==> src/rtl/ahb_lite_interconnect.sv <==
// Single-master, N-slave AHB-Lite interconnect: address decode, data-phase tracking,
// response mux and a default slave that answers unmapped transfers with a two-cycle ERROR.
module ahb_lite_interconnect #(
  parameter int NUM_SLAVES    = 2,
  parameter int ADDR_WIDTH    = 32,
  parameter int DATA_WIDTH    = 32,
  parameter int ERR_CNT_WIDTH = 8
) (
  input  logic                             HCLK,
  input  logic                             HRESETn,
  input  logic [ADDR_WIDTH-1:0]            m_haddr_in,
  input  logic [DATA_WIDTH-1:0]            m_hwdata_in,
  input  logic                             m_hwrite_in,
  input  logic [1:0]                       m_htrans_in,
  input  logic [2:0]                       m_hsize_in,
  input  logic [2:0]                       m_hburst_in,
  input  logic [3:0]                       m_hprot_in,
  input  logic                             m_hmastlock_in,
  output logic [DATA_WIDTH-1:0]            m_hrdata_out,
  output logic                             m_hready_out,
  output logic                             m_hresp_out,
  output logic [NUM_SLAVES-1:0]            s_hsel_out,
  output logic [ADDR_WIDTH-1:0]            s_haddr_out,
  output logic [DATA_WIDTH-1:0]            s_hwdata_out,
  output logic                             s_hwrite_out,
  output logic [1:0]                       s_htrans_out,
  output logic [2:0]                       s_hsize_out,
  output logic [2:0]                       s_hburst_out,
  output logic [3:0]                       s_hprot_out,
  output logic                             s_hmastlock_out,
  output logic                             s_hready_out,
  input  logic [NUM_SLAVES*DATA_WIDTH-1:0] s_hrdata_in,
  input  logic [NUM_SLAVES-1:0]            s_hready_in,
  input  logic [NUM_SLAVES-1:0]            s_hresp_in,
  input  logic [NUM_SLAVES*ADDR_WIDTH-1:0] s_base_addr_in,
  input  logic [NUM_SLAVES*ADDR_WIDTH-1:0] s_last_addr_in,
  output logic [ERR_CNT_WIDTH-1:0]         err_count_out,
  output logic [ADDR_WIDTH-1:0]            err_addr_out
);

  localparam int SW = (NUM_SLAVES > 1) ? $clog2(NUM_SLAVES) : 1;

  typedef enum logic [1:0] {DS_OK, DS_ERR1, DS_ERR2} ds_state_t;

  ds_state_t               ds_state;
  logic                    hit;
  logic [SW-1:0]           hit_idx;
  logic [NUM_SLAVES-1:0]   hsel;
  logic                    dactive;
  logic                    dsel_def;
  logic [SW-1:0]           dsel_idx;
  logic                    sl_ready;
  logic                    sl_resp;
  logic [DATA_WIDTH-1:0]   sl_rdata;
  logic                    ds_hready;
  logic                    ds_hresp;
  logic                    unmapped_xfer;

  // Lowest-index region wins, so hsel can never carry more than one bit.
  always_comb begin
    hit     = 1'b0;
    hit_idx = '0;
    hsel    = '0;
    for (int i = 0; i < NUM_SLAVES; i++) begin
      if (!hit &&
          m_haddr_in >= s_base_addr_in[i*ADDR_WIDTH +: ADDR_WIDTH] &&
          m_haddr_in <= s_last_addr_in[i*ADDR_WIDTH +: ADDR_WIDTH]) begin
        hit     = 1'b1;
        hit_idx = SW'(i);
        hsel[i] = 1'b1;
      end
    end
  end

  assign s_hsel_out      = hsel;
  assign s_haddr_out     = m_haddr_in;
  assign s_hwdata_out    = m_hwdata_in;
  assign s_hwrite_out    = m_hwrite_in;
  assign s_htrans_out    = m_htrans_in;
  assign s_hsize_out     = m_hsize_in;
  assign s_hburst_out    = m_hburst_in;
  assign s_hprot_out     = m_hprot_in;
  assign s_hmastlock_out = m_hmastlock_in;
  assign s_hready_out    = m_hready_out;

  assign unmapped_xfer = m_hready_out && !hit && m_htrans_in[1];

  always_ff @(posedge HCLK) begin
    if (!HRESETn) begin
      dactive  <= 1'b0;
      dsel_def <= 1'b1;
      dsel_idx <= '0;
    end else if (m_hready_out) begin
      dactive  <= m_htrans_in[1];
      dsel_def <= !hit;
      dsel_idx <= hit_idx;
    end
  end

  // Default slave and error log share the acceptance condition of an unmapped transfer.
  always_ff @(posedge HCLK) begin
    if (!HRESETn) begin
      ds_state      <= DS_OK;
      err_count_out <= '0;
      err_addr_out  <= '0;
    end else begin
      case (ds_state)
        DS_OK:   if (unmapped_xfer) ds_state <= DS_ERR1;
        DS_ERR1: ds_state <= DS_ERR2;
        DS_ERR2: ds_state <= unmapped_xfer ? DS_ERR1 : DS_OK;
        default: ds_state <= DS_OK;
      endcase
      if (unmapped_xfer) begin
        err_addr_out <= m_haddr_in;
        if (err_count_out != '1) err_count_out <= err_count_out + 1'b1;
      end
    end
  end

  assign ds_hready = (ds_state != DS_ERR1);
  assign ds_hresp  = (ds_state != DS_OK);

  always_comb begin
    sl_ready = 1'b1;
    sl_resp  = 1'b0;
    sl_rdata = '0;
    for (int i = 0; i < NUM_SLAVES; i++) begin
      if (dsel_idx == SW'(i)) begin
        sl_ready = s_hready_in[i];
        sl_resp  = s_hresp_in[i];
        sl_rdata = s_hrdata_in[i*DATA_WIDTH +: DATA_WIDTH];
      end
    end
  end

  always_comb begin
    m_hready_out = 1'b1;
    m_hresp_out  = 1'b0;
    m_hrdata_out = '0;
    if (dactive) begin
      if (dsel_def) begin
        m_hready_out = ds_hready;
        m_hresp_out  = ds_hresp;
      end else begin
        m_hready_out = sl_ready;
        m_hresp_out  = sl_resp;
        m_hrdata_out = sl_rdata;
      end
    end
  end

endmodule

==> config.mk <==
export PLATFORM = sky130hd
export DESIGN_NAME = ahb_lite_interconnect
export DESIGN_NICKNAME = d
export VERILOG_FILES = /design/src/rtl/ahb_lite_interconnect.sv
export SDC_FILE = /design/constraint.sdc
export NUM_CORES = 1
export LEC_CHECK = 0
export BUFFER_PORTS_ARGS = -buffer_cell sky130_fd_sc_hd__buf_2
export CAP_MARGIN = 20
export CORE_AREA = 2 2 167 169
export CTS_CLUSTER_DIAMETER = 30
export DETAILED_ROUTE_END_ITERATION = 12
export DIE_AREA = 0 0 169 171
export PLACE_DENSITY_LB_ADDON = 0.2
export SLEW_MARGIN = 20
export SYNTH_ARGS = -nofsm -noshare
export SYNTH_HDL_FRONTEND = slang
export SYNTH_SLANG_ARGS = --single-unit
export TNS_END_PERCENT = 100
==> constraint.sdc <==
create_clock -name HCLK -period 2.4 [get_ports HCLK]
set_input_delay 0.24 -clock HCLK [delete_from_list [all_inputs] [get_ports HCLK]]
set_output_delay 0.24 -clock HCLK [all_outputs]
set_load 0.005 [all_outputs]
==> results of run 1 <==
## path summary, 6_finish.rpt
kind,startpoint,to,slack [ns]
worst max-delay path,m_haddr_in[2],err_count_out[7]$_SDFFE_PN0P_,-0.13
worst min-delay path,m_haddr_in[20],err_addr_out[20]$_SDFFE_PN0P_,0.23
worst max register to register,dsel_idx$_SDFFE_PN0N_,err_addr_out[16]$_SDFFE_PN0P_,0.51
worst min register to register,ds_state[0]$_SDFFE_PN0P_,ds_state[0]$_SDFFE_PN0P_,0.50
## final cells by class
cell class / count / area share
multi-input cells: 507 / 0.499
repair buffers: 446 / 0.288
flip-flops and latches: 45 / 0.0944
inverters: 136 / 0.0560
well taps: 346 / 0.0453
clock buffers: 5 / 0.0131
clock inverters: 3 / 0.00301
diodes: 2 / 0.000524
## worst max-delay path: stages
cell	delay, ns
buf_6	0.10
ha_4	0.24
a21o_1	0.20
a31oi_4	0.16
o21ai_2	0.09
a2111o_1	0.47
a21oi_2	0.15
a311o_1	0.17
nand4_1	0.14
buf_6	0.17
or4_1	0.53
a21oi_2	0.12
## power by group through the flow
stage          sequential [mW]  combinational, mW  clock, mW
2_1_floorplan            0.856              0.764          0
3_3_place_gp             0.859               1.33          0
3_5_place_dp             0.860               1.34          0
4_1_cts                  0.843               1.49      0.852
5_1_grt                  0.850               1.80      0.867
6_report                 0.841               1.61      0.802
## layer usage
layer / GRT usage / up-vias / part of all wire
li1: - / 3316 / -
met1: 0.181 / 2923 / 0.40
met2: 0.312 / 231 / 0.52
met3: 0.0377 / 28 / 0.067
met4: 0.0386 / 4 / 0.016
met5: 0 / - / 0.0011
## cells by family after synthesis
| family | count (synthesis) |
|---|---|
| buffers and inverters | 233 |
| and+or+nand+nor | 185 |
| adders and majority gates | 129 |
| AOI/OAI and AO/OA | 125 |
| muxes | 68 |
| DFF | 45 |
## state kept, by name (all words and copies together) (netlist names)
register / flops
err_addr_out: 32
err_count_out: 8
ds_state: 2
dactive: 1
dsel_def: 1
dsel_idx: 1
## per-stage QoR
step / hold slack, ns / cell area [um2]
final: 0.229 / 9560
after global routing: 0.250 / 9560
after CTS: 0.228 / 9090
after detailed placement: 0.480 / 8340
after global placement: 0.480 / 8340
after floorplan: 0.379 / 6250
## what timing repair did
| action | in CTS | in global routing |
|---|---|---|
| hold buffers | 0 | 0 |
| cloned | 1 | 2 |
| setup buffers | 14 | 7 |
| gates resized for setup | 90 | 63 |
| pin swaps | 38 | 28 |
| endpoints found under the setup margin | 43 | 43 |
## placed cells by master (no fill, tap or decap), drive strengths merged, types with 19 or more instances in the layout
cell type | netlist | routed
a21oi | 51 | 51
buf | 89 | 442
dfxtp | 45 | 45
ha | 129 | 129
inv | 136 | 139
mux2i | 67 | 67
nand2 | 44 | 44
nand4 | 19 | 19
nor2 | 47 | 47
nor2b | 35 | 35
o21ai | 28 | 28
==> qor.yml, run 1 <==
run_status:
  status: "finished with violations"
  violations: "negative setup slack"
setup_path:
  end_kind: "flip-flop"
  startpoint_type: "input pin"
  crit_required_ns: 2.65
  path_max_fanout: 8
  worst-setup-path-type: "in2reg"
  rr_worst_depth: 9
  critPathArrivalTime_ns: 2.78
drt:
  wl_per_cell_um: 16.7
  drc_errors: 0
  num_vias: 6502
  drtIter0Drc: 166
  drt_wl_total_mm: 24.9
  ant_nets: 0
  firstDrtPassIters: 4
  vias_per_cell: 4.36
clock_tree:
  clockRootBuffer: "clkbuf_16"
  cts_buffer_depth: 2
  cts_sinks: 45
  clk_latency_ns: 0.31
  cts-buffers-inserted: 5
  cts.clk_slew.worst_paths_ns: 0.08
  tritoncts: "yes"
  h-tree-depth: 2
sta:
  setup_viol: 21
  fin_setup_tns_ns: -0.569
  period_share: 1.05
  rsz0062_at_grt: "true"
  worst_slew_pin_slew_ns: 0.598
  hold_viol_final: 0
  relSlewSlack: 0.599
  fin_crit_ns: 2.53
  worst_slack_ns: -0.129
  finClkSkew_ns: 0.00619
  max_freq_mhz: 395
  drv_slew: 0
power:
  power_leakage_nw: 5.18
  switchingPower_mw: 1.20
  worst_ir_drop_vdd_mv: 0.275
  p_total_mw: 3.25
  power_density_nw_per_um2: 340
  power.internal_mw: 2.05
  seqPwrFrac: 0.259
  pwr-share-clk: 0.247
  switching_share: 0.368
  pwr-share-comb: 0.495
final_layout:
  final_cells: 1490
  n_fill_cell: 2932
  drive_gt1_frac: 0.482
  seq_area_um2: 902
  final_nets: 1546
  multi_input_area_um2: 4770
  syn_to_final_growth_pct: 55.8
  postLayoutCoreUtil: 0.350
placed_design:
  placed_cells: 1459
  dpl.hpwl_mm: 20.7
  pre_cts_ws_ns: -0.675
  numPortBuffers: 340
  gp_congestion: 0.814
min_path:
  hp-class: "in2reg"
  hold_depth: 3
die:
  num_rows: 61
  pin_count: 431
  die_w_um: 169
  coreArea_um2: 27300
  dieHeight_um: 171
  initial_core_util: 0.225
  fp.dieArea_um2: 28900
synthesis:
  syn_area_um2: 6130
  synth_xor_area_frac: 0
  synth_nets: 1190
  async_flop_share: 0
  synth_mux_area_frac: 0.111
  synthTopCellsByArea: "ha_1 26%, dfxtp_1 15%, mux2i_1 11%"
  synth-main-ff-cell: "dfxtp_1"
  synth_seq_area_share: 0.147
  synth_common_cells: "136 x inv_1, 129 x ha_1, 82 x buf_4"
  synth_compound_area_frac: 0.131
  synth-adder-area-share: 0.263
  synth_cell_type_count: 54
  syn_inst: 785
  synth_most_common_cell: "inv_1"
  yosys.area_share.simple: 0.153
  synth_top_family_by_area: "adder cells"
  yosys_warnings: 0
  synth_enable_flop_cells: 0
  synth-seq-cells: 45
  synth_top_area_share: 0.263
  synth_area_leader_cell: "ha_1"
  avgSynthCellArea_um2: 7.81
grt:
  antenna_found_initial: 5
  grtUsageTotal: 0.163
  grt_start_max_net_pins: 35
  grt_pass1_vias: 6330
  grt_pass1_wl_mm: 35.5
  overflow: 0
run:
  drv_cap: 0
No activity file was read; power rests on OpenSTA's default activity.
==> inputs of run 2 (changes only) <==
--- a/config.mk
+++ b/config.mk
@@ -7,11 +7,12 @@
 export LEC_CHECK = 0
 export BUFFER_PORTS_ARGS = -buffer_cell sky130_fd_sc_hd__buf_2
 export CAP_MARGIN = 20
-export CORE_AREA = 2 2 167 169
+export CORE_AREA = 2 2 169 171
 export CTS_CLUSTER_DIAMETER = 30
 export DETAILED_ROUTE_END_ITERATION = 12
-export DIE_AREA = 0 0 169 171
+export DIE_AREA = 0 0 171 173
 export PLACE_DENSITY_LB_ADDON = 0.2
+export SETUP_SLACK_MARGIN = 0.5
 export SLEW_MARGIN = 20
 export SYNTH_ARGS = -nofsm -noshare
 export SYNTH_HDL_FRONTEND = slang
==> qor.yml, run 2 (synthesized netlist as in run 1, its figures left out) <==
clock_tree:
  clk_latency_ns: 0.30
  cts-buffers-inserted: 5
  cts_buffer_depth: 2
  tritoncts: "yes"
  cts.clk_slew.worst_paths_ns: 0.07
  clockRootBuffer: "clkbuf_16"
  h-tree-depth: 2
  cts_sinks: 45
  ctsHoldBuffers: 0
power:
  power_density_nw_per_um2: 327
  worst_ir_drop_vdd_mv: 0.243
  power_leakage_nw: 5.31
  pwr-share-clk: 0.218
  switching_share: 0.354
  p_total_mw: 3.25
  power.internal_mw: 2.10
  seqPwrFrac: 0.259
  pwr-share-comb: 0.523
  switchingPower_mw: 1.15
run:
  drv_cap: 0
setup_path:
  startpoint_type: "input pin"
  crit_chain: "buf_8 > ha_4 > a21o_1 > a31oi_4 > o21ai_4 > a2111o_1 > a21oi_2 > a311o_1 > nand4_1 > buf_6 > or4_1 > a21oi_2"
  end_kind: "flip-flop"
  r2r_end: "err_addr_out[17]$_SDFFE_PN0P_"
  cp_common_cell: "a21oi_2"
  r2r_start: "dsel_idx$_SDFFE_PN0N_"
  rr_worst_depth: 9
  critPathSlowestCell: "or4_1"
  worst-setup-path-type: "in2reg"
  crit_required_ns: 2.63
  crit_start: "m_haddr_in[2]"
  critPathArrivalTime_ns: 2.83
  path_max_fanout: 11
  critical_path_cell_count: 12
  endpoint: "err_count_out[7]$_SDFFE_PN0P_"
  crit_buf_inv: 2
  reg2reg_slack_ns: 0.39
  crit_family: "compound AO/OA/AOI/OAI gates"
  critPathMaxStageDelay_ns: 0.53
grt:
  antenna_found_initial: 2
  overflow: 0
  met2_usage: 0.309
  grt_start_max_net_pins: 48
  grtUsageTotal: 0.158
  grt_pass1_wl_mm: 35.6
  grtUsageMet1: 0.168
  grt_pass1_vias: 6488
  met3_usage: 0.0389
  globalRoute.busiestLayer: "met2"
die:
  fp.dieArea_um2: 29600
  die_w_um: 171
  dieHeight_um: 173
  coreArea_um2: 27600
  pin_count: 431
  num_rows: 61
  initial_core_util: 0.222
run_status:
  status: "finished with violations"
  violations: "negative setup slack"
drt:
  ant_nets: 0
  wl_per_cell_um: 16.0
  firstDrtPassIters: 4
  drt_wl_total_mm: 24.7
  vias_per_cell: 4.22
  drc_errors: 0
  drtIter0Drc: 109
  num_vias: 6509
placed_design:
  pre_cts_ws_ns: -0.820
  numPortBuffers: 340
  postPlaceCellArea_um2: 8610
  placed_cells: 1511
  gp_congestion: 0.778
  dpl.hpwl_mm: 20.9
final_layout:
  final_cells: 1543
  drive_gt1_frac: 0.509
  final_area_um2: 9930
  largest_reg_flops: 32
  syn_to_final_growth_pct: 61.9
  largest_register: "err_addr_out"
  mostFrequentLayoutCells: "317 x buf_2, 121 x inv_1, 109 x buf_4, 87 x ha_1, 64 x mux2i_1"
  final_nets: 1566
  final_common_cell: "buf_2"
  top_regs: "err_addr_out: 32 flops, err_count_out: 8 flops, ds_state: 2 flops"
sta:
  finClkSkew_ns: 0.0130
  hold_viol_final: 0
  fin_hold_ws_ns: 0.229
  worst_slew_pin_slew_ns: 0.914
  drv_slew: 0
  relSlewSlack: 0.390
  period_share: 1.08
  rsz0062_at_grt: "true"
  setup_viol: 44
  worst_slack_ns: -0.202
  fin_crit_ns: 2.60
  max_freq_mhz: 384
min_path:
  hp-class: "in2reg"
## run 2: changes by cell type in the layout (fill, tap and decap cells not counted), sizes merged
| cell | delta |
|---|---|
| diode | +1 |
| buf | +22 |
| clkinv | +2 |
| clkbuf | -1 |
| inv | -3 |
## run 2: area by class of cell
type | count | area (um2)
fill | 2983 | 17700
multi-input combinational | 507 | 4910
timing repair buffer | 466 | 2960
sequential | 45 | 902
inverter | 136 | 538
tap | 378 | 473
clock buffer | 6 | 129
clock inverter | 2 | 10.0
antenna | 3 | 7.51
## run 2: worst min path at each step
stage / start / end / slack, ns / cells after the start
6_report: m_haddr_in[4] / err_addr_out[4]$_SDFFE_PN0P_ / 0.23 / 3
5_1_grt: m_haddr_in[4] / err_addr_out[4]$_SDFFE_PN0P_ / 0.25 / 3
4_1_cts: m_haddr_in[4] / err_addr_out[4]$_SDFFE_PN0P_ / 0.22 / 3
3_5_place_dp: m_hburst_in[0] / s_hburst_out[0] / 0.48 / 0
3_3_place_gp: m_hburst_in[0] / s_hburst_out[0] / 0.48 / 0
2_1_floorplan: m_htrans_in[1] / dactive$_SDFFE_PN0N_ / 0.38 / 2
## run 2: worst reg2reg max path: cells and delay by family (launching register included)
family          cells  cell delay (ns)
simple gates        3             0.38
flops               1             0.35
compound gates      1             0.19
buf+inv             3             0.45
mux                 2             0.55
## run 2: timing repair
item,CTS,global route
pin swaps,19,30
resized for setup,107,75
buffers inserted,13,7
setup endpoints to repair,46,48
cloned,0,1
## run 2: power groups by stage
stage	Combinational, mW	Sequential [mW]	Clock, mW
finish	1.70	0.843	0.709
global route	1.89	0.853	0.787
CTS	1.60	0.843	0.755
global placement	1.40	0.858	0
detailed placement	1.40	0.859	0
floorplan	0.766	0.856	0
## run 2: per-layer routing
metal	up-vias	share of wire
met4	0	0.013
met2	234	0.53
li1	3360	-
met5	-	0
met1	2893	0.39
met3	22	0.073
## run 2: through the flow
| step | TNS (ns) | utilization |
|---|---|---|
| 2_1_floorplan | -0.0174 | - |
| 5_1_grt | -9.27 | 0.359 |
| 6_report | -4.93 | 0.359 |
| 3_5_place_dp | -33.00 | 0.312 |
| 4_1_cts | -4.60 | 0.343 |
| 3_3_place_gp | -33.22 | 0.312 |
